<file path="src/rtl/cai_submit_fetch.sv">
// CAI submit ring consumer: fetches SUBMIT_DESC_V1 records one word at a time,
// validates header and reserved fields, and hands each record to dispatch.

package carbon_cai_pkg;
    localparam int         CARBON_CAI_SUBMIT_DESC_V1_SIZE_BYTES       = 32;
    localparam logic [7:0] CARBON_CAI_SUBMIT_DESC_V1_VERSION          = 8'h01;
    localparam int         CARBON_CAI_SUBMIT_DESC_V1_OFF_VERSION      = 0;
    localparam int         CARBON_CAI_SUBMIT_DESC_V1_OFF_SIZE_DW      = 1;
    localparam int         CARBON_CAI_SUBMIT_DESC_V1_OFF_FORMAT_FLAGS = 2;
    localparam int         CARBON_CAI_SUBMIT_DESC_V1_OFF_RESERVED2    = 30;
endpackage

module cai_submit_fetch
    import carbon_cai_pkg::*;
#(
    parameter int DESC_BYTES = CARBON_CAI_SUBMIT_DESC_V1_SIZE_BYTES,
    parameter int IDX_W      = 16
) (
    input  logic                    clk,
    input  logic                    rst,
    input  logic                    cfg_enable,
    input  logic [63:0]             cfg_ring_base,
    input  logic [IDX_W-1:0]        cfg_ring_entries,
    input  logic [IDX_W-1:0]        cfg_submit_tail,
    input  logic                    submit_doorbell,
    output logic                    mem_req_valid,
    input  logic                    mem_req_ready,
    output logic [63:0]             mem_req_addr,
    input  logic                    mem_rsp_valid,
    input  logic [31:0]             mem_rsp_data,
    input  logic                    mem_rsp_err,
    output logic                    desc_valid,
    input  logic                    desc_ready,
    output logic [DESC_BYTES*8-1:0] desc_data,
    output logic [IDX_W-1:0]        desc_index,
    output logic [1:0]              desc_status,
    output logic [IDX_W-1:0]        head_idx,
    output logic                    cfg_err,
    output logic                    busy
);

    localparam int                WORDS     = DESC_BYTES / 4;
    localparam int                WCNT_W    = (WORDS > 1) ? $clog2(WORDS) : 1;
    localparam logic [WCNT_W-1:0] WCNT_LAST = WCNT_W'(WORDS - 1);

    typedef enum logic [2:0] {
        ST_IDLE    = 3'd0,
        ST_REQ     = 3'd1,
        ST_WAIT    = 3'd2,
        ST_CHECK   = 3'd3,
        ST_PRESENT = 3'd4
    } state_t;

    state_t                  state_r;
    state_t                  state_s;
    logic [IDX_W-1:0]        head_r;
    logic [IDX_W-1:0]        tail_r;
    logic [IDX_W-1:0]        head_inc_s;
    logic [IDX_W-1:0]        desc_index_r;
    logic [WCNT_W-1:0]       wcnt_r;
    logic [63:0]             addr_r;
    logic [DESC_BYTES*8-1:0] desc_buf_r;
    logic [1:0]              desc_status_r;
    logic                    ferr_r;
    logic                    cfg_err_r;
    logic                    mem_req_valid_r;
    logic                    desc_valid_r;
    logic                    busy_r;
    logic                    start_s;
    logic                    rsp_take_s;
    logic                    desc_take_s;
    logic                    last_word_s;

    // Header and reserved-field validation of an assembled record.
    function automatic logic is_malformed(input logic [DESC_BYTES*8-1:0] d);
        logic [7:0]  version;
        logic [7:0]  size_dw;
        logic [15:0] flags;
        logic [15:0] rsvd;
        version = d[CARBON_CAI_SUBMIT_DESC_V1_OFF_VERSION*8 +: 8];
        size_dw = d[CARBON_CAI_SUBMIT_DESC_V1_OFF_SIZE_DW*8 +: 8];
        flags   = d[CARBON_CAI_SUBMIT_DESC_V1_OFF_FORMAT_FLAGS*8 +: 16];
        rsvd    = d[CARBON_CAI_SUBMIT_DESC_V1_OFF_RESERVED2*8 +: 16];
        is_malformed = (version != CARBON_CAI_SUBMIT_DESC_V1_VERSION) ||
                       (size_dw != 8'(WORDS)) ||
                       (flags != 16'h0000) ||
                       (rsvd != 16'h0000);
    endfunction

    // Next-state and transfer strobes.
    always_comb begin
        state_s     = state_r;
        start_s     = 1'b0;
        rsp_take_s  = 1'b0;
        desc_take_s = 1'b0;
        last_word_s = (wcnt_r == WCNT_LAST);
        head_inc_s  = ((head_r + IDX_W'(1)) == cfg_ring_entries) ? {IDX_W{1'b0}}
                                                                 : (head_r + IDX_W'(1));
        case (state_r)
            ST_IDLE: begin
                if (cfg_enable && (cfg_ring_entries != {IDX_W{1'b0}}) && (head_r != tail_r)) begin
                    state_s = ST_REQ;
                    start_s = 1'b1;
                end else begin
                    state_s = ST_IDLE;
                end
            end
            ST_REQ: begin
                if (mem_req_ready) begin
                    state_s = ST_WAIT;
                end else begin
                    state_s = ST_REQ;
                end
            end
            ST_WAIT: begin
                if (mem_rsp_valid) begin
                    rsp_take_s = 1'b1;
                    state_s    = last_word_s ? ST_CHECK : ST_REQ;
                end else begin
                    state_s = ST_WAIT;
                end
            end
            ST_CHECK: begin
                state_s = ST_PRESENT;
            end
            ST_PRESENT: begin
                if (desc_ready) begin
                    desc_take_s = 1'b1;
                    state_s     = ST_IDLE;
                end else begin
                    state_s = ST_PRESENT;
                end
            end
            default: begin
                state_s = ST_IDLE;
            end
        endcase
    end

    // State register and handshake outputs, decoded from the next state.
    always_ff @(posedge clk or posedge rst) begin
        if (rst) begin
            state_r         <= ST_IDLE;
            mem_req_valid_r <= 1'b0;
            desc_valid_r    <= 1'b0;
            busy_r          <= 1'b0;
        end else begin
            state_r         <= state_s;
            mem_req_valid_r <= (state_s == ST_REQ);
            desc_valid_r    <= (state_s == ST_PRESENT);
            busy_r          <= (state_s != ST_IDLE);
        end
    end

    // Producer index capture; an out-of-range tail is dropped and flagged.
    always_ff @(posedge clk or posedge rst) begin
        if (rst) begin
            tail_r    <= {IDX_W{1'b0}};
            cfg_err_r <= 1'b0;
        end else if (submit_doorbell) begin
            if (cfg_submit_tail < cfg_ring_entries) begin
                tail_r <= cfg_submit_tail;
            end else begin
                cfg_err_r <= 1'b1;
            end
        end
    end

    // Fetch datapath: word address, record assembly, status and head advance.
    always_ff @(posedge clk or posedge rst) begin
        if (rst) begin
            addr_r        <= 64'd0;
            wcnt_r        <= {WCNT_W{1'b0}};
            desc_buf_r    <= {(DESC_BYTES*8){1'b0}};
            ferr_r        <= 1'b0;
            desc_index_r  <= {IDX_W{1'b0}};
            desc_status_r <= 2'd0;
            head_r        <= {IDX_W{1'b0}};
        end else begin
            if (start_s) begin
                addr_r <= cfg_ring_base + ({{(64-IDX_W){1'b0}}, head_r} * 64'(DESC_BYTES));
                wcnt_r <= {WCNT_W{1'b0}};
            end else if (rsp_take_s && !last_word_s) begin
                addr_r <= addr_r + 64'd4;
                wcnt_r <= wcnt_r + WCNT_W'(1);
            end
            if (rsp_take_s) begin
                desc_buf_r[{wcnt_r, 5'b00000} +: 32] <= mem_rsp_data;
                ferr_r <= ferr_r | mem_rsp_err;
            end else if (desc_take_s) begin
                ferr_r <= 1'b0;
            end
            // Bus errors outrank validation: a partially bad record cannot be trusted.
            if (state_r == ST_CHECK) begin
                desc_index_r  <= head_r;
                desc_status_r <= ferr_r ? 2'd2 : (is_malformed(desc_buf_r) ? 2'd1 : 2'd0);
            end
            if (desc_take_s) begin
                head_r <= head_inc_s;
            end
        end
    end

    assign mem_req_valid = mem_req_valid_r;
    assign mem_req_addr  = addr_r;
    assign desc_valid    = desc_valid_r;
    assign desc_data     = desc_buf_r;
    assign desc_index    = desc_index_r;
    assign desc_status   = desc_status_r;
    assign head_idx      = head_r;
    assign cfg_err       = cfg_err_r;
    assign busy          = busy_r;

endmodule

</file>
<file path="config.mk">
export PLATFORM = sky130hd
export DESIGN_NAME = cai_submit_fetch
export DESIGN_NICKNAME = d
export VERILOG_FILES = /design/src/rtl/cai_submit_fetch.sv
export SDC_FILE = /design/constraint.sdc
export NUM_CORES = 1
export LEC_CHECK = 0
export BUFFER_PORTS_ARGS = -buffer_cell sky130_fd_sc_hd__buf_2
export CORE_AREA = 2 2 228 230
export CTS_CLUSTER_DIAMETER = 60
export CTS_CLUSTER_SIZE = 8
export DETAILED_ROUTE_END_ITERATION = 6
export DIE_AREA = 0 0 230 232
export GPL_TIMING_DRIVEN = 0
export SETUP_SLACK_MARGIN = 0.05
export SYNTH_ARGS = -nofsm -noshare
export SYNTH_HDL_FRONTEND = slang
export SYNTH_SLANG_ARGS = --single-unit
</file>
<file path="constraint.sdc">
create_clock -name clk -period 11.6 [get_ports clk]
set_input_delay 0 -clock clk [delete_from_list [all_inputs] [get_ports clk]]
set_output_delay 0 -clock clk [all_outputs]
set_load 0.05 [all_outputs]
</file>
; Word level (Yosys, flattened, before mapping)
; Index checks and enable logic that the tools add are counted.
[totals]
reg_bits = 381
in_bits = 136
output_inout_bits = 358
word_cells = 72
[classes]
n_addsub = 5
n_lt_le_gt_ge = 1
eq_ne = 11
shift = 2
mux = 22
bitwise = 2
n_reduce_logical = 16
[ops]
columns = cell, count
row1 = bitwise mux 256 bit, 1
row2 = "variable shift 32 x 10 -> 256 bit, first input constant", 1
row3 = variable part select 32 x 10 -> 256 bit, 1
row4 = 2-to-1 mux 64 bit, 2
row5 = adder 64 x 21 -> 64 bit, 1
row6 = "adder 64 x 3 -> 64 bit, second input constant", 1
row7 = nonzero test 16 bit, 3
row8 = "adder 16 x 1 -> 16 bit, second input constant", 1
row9 = == test 16 bit, 1
row10 = < comparator 16 bit, 1
row11 = 2-to-1 mux 16 bit, 1
row12 = inequality test 16 bit, 1
row13 = case mux 3 bit (5 select lines), 1
row14 = 2-to-1 mux 1 bit, 10
row15 = negator 8 -> 10 bit, 1
row16 = "== test 3 bit, second input constant", 3
row17 = 2-to-1 mux 3 bit, 3
row18 = 2-to-1 mux 2 bit, 4
row19 = "inequality test 8 x 1 -> 1 bit, second input constant", 1
row20 = "inequality test 8 x 4 -> 1 bit, second input constant", 1
row21 = "== test 3 x 1 -> 1 bit, second input constant", 2
row22 = "== test 3 x 2 -> 1 bit, second input constant", 2
row23 = AND reduction 2 bit, 2
row24 = nonzero test 2 bit, 2
row25 = 8 further kinds, 12

; Logic depth before layout (Yosys ltp)
[depth]
ltp_word = 6
mapped_depth = 12
mapped_depth_nobuf = 11

; Worst setup path before layout
; OpenSTA, ideal clock, no wires.
[synth_timing]
path_type = flip-flop to flip-flop
from = register head_r[1], in the netlist head_idx[1]
to = register head_r[9], in the netlist head_idx[9]
setup_time_ns = 0.118
arrival_ns = 3.050
t_required_ns = 11.482
path_slack_ns = 8.432
stages_incl_launch_ff = 13
path_buffers = 3
synth_period_minus_slack_ns = 3.168
path_cell_list = dfrtp_1 > ha_1 > clkbuf_1 > and4_1 > buf_4 > nand3_4 > xnor2_1 > or4_1 > nor4_4 > a21o_2 > buf_6 > nor4_1 > a21o_1
[synth_between]
elab_chain_len = 3
[synth_lines]
columns = item, line_no
row1 = from (decl), 56  ; logic [IDX_W-1:0] head_r;
row2 = from (signal assigned), 178  ; head_r <= {IDX_W{1'b0}};
row3 = from (signal assigned), 199  ; head_r <= head_inc_s;
row4 = adder 16 x 1 -> 16 bit *, "97, 98"
row5 = == test 16 bit, 97  ; head_inc_s = ((head_r + IDX_W'(1)) == cfg_ring_entries) ? {IDX_W{1'b0}}
row6 = 2-to-1 mux 16 bit *, 97
; Mark *: on every way between the ends. The rest lies on a longest branch, timed or not.
; A chain may end at the register's enable or synchronous reset.

; Worst setup path after layout
[layout_timing]
from = register head_r[1], in the netlist head_idx[1]
to = register addr_r[63], in the netlist mem_req_addr[63]
[layout_between]
elab_chain_len = 5
elab_cells_between_ends = 7
classes_between = add/sub (1) / eq/ne (1) / mux (3) / reduce/logical (2)
[layout_lines]
columns = item, line_no
row1 = "parallel branches: the longest is 5 deep, another holds adder 64 x 21 -> 64 bit", --
row2 = to (signal assigned), 181  ; addr_r <= cfg_ring_base + ({{(64-IDX_W){1'b0}}, head_r} * 64'(DESC_BYTES));
row3 = to (signal assigned), 184  ; addr_r <= addr_r + 64'd4;
row4 = to (decl), 61  ; logic [63:0] addr_r;
; Parallel ways; which one is timed is not known.

==> run summary <==
The signal on the critical path passes through inv_1 > fa_1 > inv_1 > a21oi_1 > o211a_1 > o31ai_4 > o21ai_0 > nor4_2 > nand4_1 > dlygate4sd3_1 > a31oi_1 > dlygate4sd3_1. The area of the multi-input gates came out at 8500 sq um. The power after layout came out at 0.00577 W. Of the total power, the share spent switching nets is 0.454. The overall die area came out at 53400 sq um.

The floorplan has 83 rows. The number of clock sinks is 381. The proportion of power drawn by combinational gates is 0.406.

The wire length of the first global-routing pass is 103 mm. The worst setup path is of the reg -> reg kind. The share of total power dissipated in sequential elements is 0.330. The normalized max-slew margin is 0.260. The clock arrives with 0.0317 ns of skew.

The via count of the first global-routing pass came out at 16740. Summed over all instances, the cell type with the most area after synthesis is sky130_fd_sc_hd__dfrtp_1. The remaining global-route overflow is 0. The total power per unit cell area is 231 nW/um^2. The width of the die came out at 230 microns. The share of the synthesized area in the top cell type came out at 0.513. Adding up every negative setup slack in the final design gives 0 ns. The number of max-slew violations in the final report is 0.

Once the clock tree was built, the resizer swapped 0 gates to a different size. The clock latency of the later-clocked register in the worst-skew pair is 0.61 ns. 494 I/O pins were placed.

The internal power consumption came out at 0.00315 W. The hold violation total from the final report was 0. The worst path required time came out at 12.14 ns. The count of nets after finishing is 2618. In the synthesized netlist the dominant register cell turns out to be sky130_fd_sc_hd__dfrtp_1. The area growth from synthesis to layout is 34.7%. The register bit total from synthesis came out at 381.

The starting density of the core came out at 0.365. The total length of routed wires is 68.8 mm. The root buffer cell is sky130_fd_sc_hd__clkbuf_16. The last weighted congestion value of the routability-driven placer came out at 0.887.

The worst hold path belongs to the class in -> reg. In this design, the largest share of critical-path delay is due to buffers and inverters. The vias after detailed routing is 16595.

On the critical path, the stage with the largest delay is an instance of sky130_fd_sc_hd__dfrtp_1. The longest clock path from root to sink contains 3 buffers. The clock-pin slew of the registers on the worst-case setup and hold paths is 0.06 ns.

The analysis attributes to net switching a power of 0.00262 W. The highest clock frequency the design can meet is 0.232 GHz. In the synthesized netlist the async set-or-reset flop fraction comes to 1.00. In this run the worst path has a maximum fanout of 8. The flow ran to the end, and the final reports show no timing, DRC or antenna violations. By area the synthesized netlist is led by sky130_fd_sc_hd__dfrtp_1 51%, sky130_fd_sc_hd__mux2_2 11%, sky130_fd_sc_hd__nand2_1 4.5%.

The first routing iteration left 1080 violations. The final antenna-violating net count is 0. Of the synthesized area, sequential elements account for 0.513. The clock buffer count from CTS is 57.

TritonCTS built the clock tree. The tightest hold margin came out at 0.0628 ns. IR analysis of the VDD net gives a maximum drop of 145 uV. The setup fix buffers added after clock tree synthesis came out at 0.

The leakage power of the design came out at 12.3 nW. The number of different library cells used by synthesis comes to 74. The worst-case setup slack after placement came out at 7.84 ns. The total of warnings raised by yosys is 0. The synthesized area per cell is 10.6 sq um. The vertical extent of the die came out at 232 microns. The netlist area before placement came out at 18600 sq um. The average via count per standard cell is 5.29. The worst setup path is launched from a flop.

The net count after synthesis is 1923. The worst path meets setup with 7.29 ns of slack. Input and output buffers added on the ports amount to 493. The number of maximum-capacitance constraint violations is 0. Setup repair after global routing left no endpoint under its margin. After detailed routing, the average wire length per cell comes to 21.9 microns. The worst stage delay on the critical path is 0.58 ns. The part of the total power dissipated in the clock network is 0.264. The residual DRC count came out at 0. The initial antenna violation count came out at 1. The fill cell instance count of the final layout is 4780. The actual slew at the worst max-slew pin is 1.10 ns.

The final period demand of the worst path came out at 4.31 ns. The combined buffer and inverter count along the critical path is 4. The post-DP HPWL came out at 50.8 mm. The first-pass detailed-route iteration total is 6.

The worst setup path is captured at a flop. The final worst-path cycle share came out at 0.371. The synthesized netlist cell count came out at 1749.

Across every metal layer, demand over resource in global routing totals 0.252. The number of enable flip-flop cells after synthesis is 0. Of the cells placed in the final design, the portion with a size suffix greater than 1 is 0.326.

The arrival time of the worst setup path is 4.84 ns. The footprint of the flip-flops and latches came out at 9530 sq um. Entering global routing, the biggest net connects 128 pins. The core area is 50900 sq um. The setup violation total in the final timing report came out at 0. The H-tree was split into 2 levels.
## cells in the final DEF (no fill, tap or decap), drive strengths merged, types with 7 or more instances in the layout
master / synthesis / final
ha: 37 / 37
a21oi: 68 / 68
and2: 15 / 15
nor3: 26 / 26
mux2i: 15 / 15
nand4: 45 / 45
dfrtp: 381 / 381
nor2: 73 / 73
o31ai: 7 / 7
nand2: 225 / 225
nand2b: 7 / 7
clkbuf: 58 / 122
nor4: 34 / 34
dlygate4sd3: 0 / 140
mux2: 186 / 186
o21ai: 150 / 150
buf: 33 / 529
or3: 13 / 13
xor2: 67 / 67
a21o: 17 / 17
xnor2: 67 / 67
a31oi: 7 / 7
and3: 33 / 33
nand3: 53 / 53
inv: 43 / 44
and4: 11 / 11
## synthesized netlist by cell type (3+ instances only)
cell type / n
sky130_fd_sc_hd__or2_2: 4
sky130_fd_sc_hd__o211a_1: 3
sky130_fd_sc_hd__o31ai_1: 5
sky130_fd_sc_hd__or3_1: 13
sky130_fd_sc_hd__mux2_2: 185
sky130_fd_sc_hd__and2_1: 15
sky130_fd_sc_hd__nor4_2: 5
sky130_fd_sc_hd__buf_1: 12
sky130_fd_sc_hd__a311oi_1: 3
sky130_fd_sc_hd__nor3_1: 26
sky130_fd_sc_hd__nor2b_1: 3
sky130_fd_sc_hd__a211oi_1: 4
sky130_fd_sc_hd__nand2b_1: 7
sky130_fd_sc_hd__nor4b_1: 4
sky130_fd_sc_hd__nand3b_1: 6
sky130_fd_sc_hd__and4_1: 9
sky130_fd_sc_hd__a31oi_1: 6
sky130_fd_sc_hd__xor2_1: 67
sky130_fd_sc_hd__clkbuf_1: 58
sky130_fd_sc_hd__a221oi_1: 5
sky130_fd_sc_hd__and3_1: 33
sky130_fd_sc_hd__a21o_1: 16
sky130_fd_sc_hd__mux2i_1: 15
sky130_fd_sc_hd__xnor2_1: 67
sky130_fd_sc_hd__nand4_1: 43
sky130_fd_sc_hd__nor3b_1: 3
sky130_fd_sc_hd__dfrtp_1: 381
sky130_fd_sc_hd__buf_2: 16
sky130_fd_sc_hd__o21ai_1: 3
sky130_fd_sc_hd__o21ai_0: 147
sky130_fd_sc_hd__o21bai_1: 5
sky130_fd_sc_hd__nor4_1: 28
sky130_fd_sc_hd__ha_1: 37
sky130_fd_sc_hd__nor2_1: 73
sky130_fd_sc_hd__or4_1: 6
sky130_fd_sc_hd__inv_1: 43
sky130_fd_sc_hd__nand2_1: 225
sky130_fd_sc_hd__a21oi_1: 68
sky130_fd_sc_hd__o211ai_1: 4
sky130_fd_sc_hd__nand3_1: 52
sky130_fd_sc_hd__a211o_1: 3
sky130_fd_sc_hd__buf_4: 4
## final timing paths
kind                                   startpoint  slack (ns)          endpoint  depth (start not counted)
worst min-delay path            cfg_ring_base[14]        0.06  mem_req_addr[15]                          6
max in group asynchronous                     rst        9.48    desc_data[212]                          6
min in group asynchronous                     rst        0.61    desc_data[102]                          4
worst max-delay path                  head_idx[1]        7.29  mem_req_addr[63]                         12
worst max register to register        head_idx[1]        7.29  mem_req_addr[63]                         12
worst min register to register      desc_index[8]        0.47     desc_index[8]                          2
## metal layers
layer | global-route usage | up-vias | routed length [microns]
li1 | - | 7555 | -
met3 | 0.0475 | 137 | 3990
met4 | 0.0948 | 0 | 2580
met1 | 0.335 | 8320 | 29700
met2 | 0.410 | 583 | 32500
met5 | 0 | - | 0
## stage by stage
| stage | instances | util | cell area (sq um) |
|---|---|---|---|
| final | 3139 | 0.491 | 25000 |
| after floorplan | 1749 | - | 18600 |
| after global placement | 2922 | 0.430 | 21900 |
| after detailed placement | 2925 | 0.432 | 22000 |
| after global routing | 3138 | 0.491 | 25000 |
| after CTS | 3137 | 0.491 | 25000 |
## power by group through the flow
| stage | clock (W) | combinational, W | sequential (W) |
|---|---|---|---|
| 2_1_floorplan | 0 | 0.000739 | 0.00274 |
| 3_3_place_gp | 0 | 0.00227 | 0.00190 |
| 3_5_place_dp | 0 | 0.00230 | 0.00191 |
| 4_1_cts | 0.00156 | 0.00235 | 0.00190 |
| 5_1_grt | 0.00162 | 0.00248 | 0.00194 |
| 6_report | 0.00153 | 0.00234 | 0.00190 |
## layout make-up
cell class                 instances  area share
timing repair buffer             636       0.158
buffer                            91      0.0154
clock buffer                      64      0.0601
antenna                            2    0.000200
inverter                          43     0.00675
clock inverter                     8     0.00460
tap                              680      0.0340
sequential                       381       0.381
multi-input combinational       1234       0.340
## what timing repair did
item                                    4_1_cts  5_1_grt
endpoints found under the setup margin        0        0
hold buffers                                140        0
endpoints found under the hold margin       535        0
## kinds of logic after synthesis
logic type	Yosys count	share of synthesized area
simple gates	567	0.154
flops	381	0.513
compound gates	294	0.0933
mux	201	0.121
xor+xnor	134	0.0632
buf+inv	134	0.0294
fa+ha+maj	38	0.0260
## registers in the layout, summed over array words and instances (netlist names)
signal,count
desc_data,256
head_idx,16
state_r,3
wcnt_r,3
desc_valid,1
cfg_err,1
ferr_r,1
tail_r,16
mem_req_addr,64
desc_status,2
desc_index,16
busy,1
mem_req_valid,1
## tightest hold or removal path, cell delays in order
cell	delay, ns
sky130_fd_sc_hd__buf_2	0.08
sky130_fd_sc_hd__ha_1	0.18
sky130_fd_sc_hd__a21oi_1	0.08
sky130_fd_sc_hd__o31ai_1	0.08
sky130_fd_sc_hd__xnor2_1	0.13
sky130_fd_sc_hd__a21oi_1	0.06
Power figures use the tool's default switching activity.
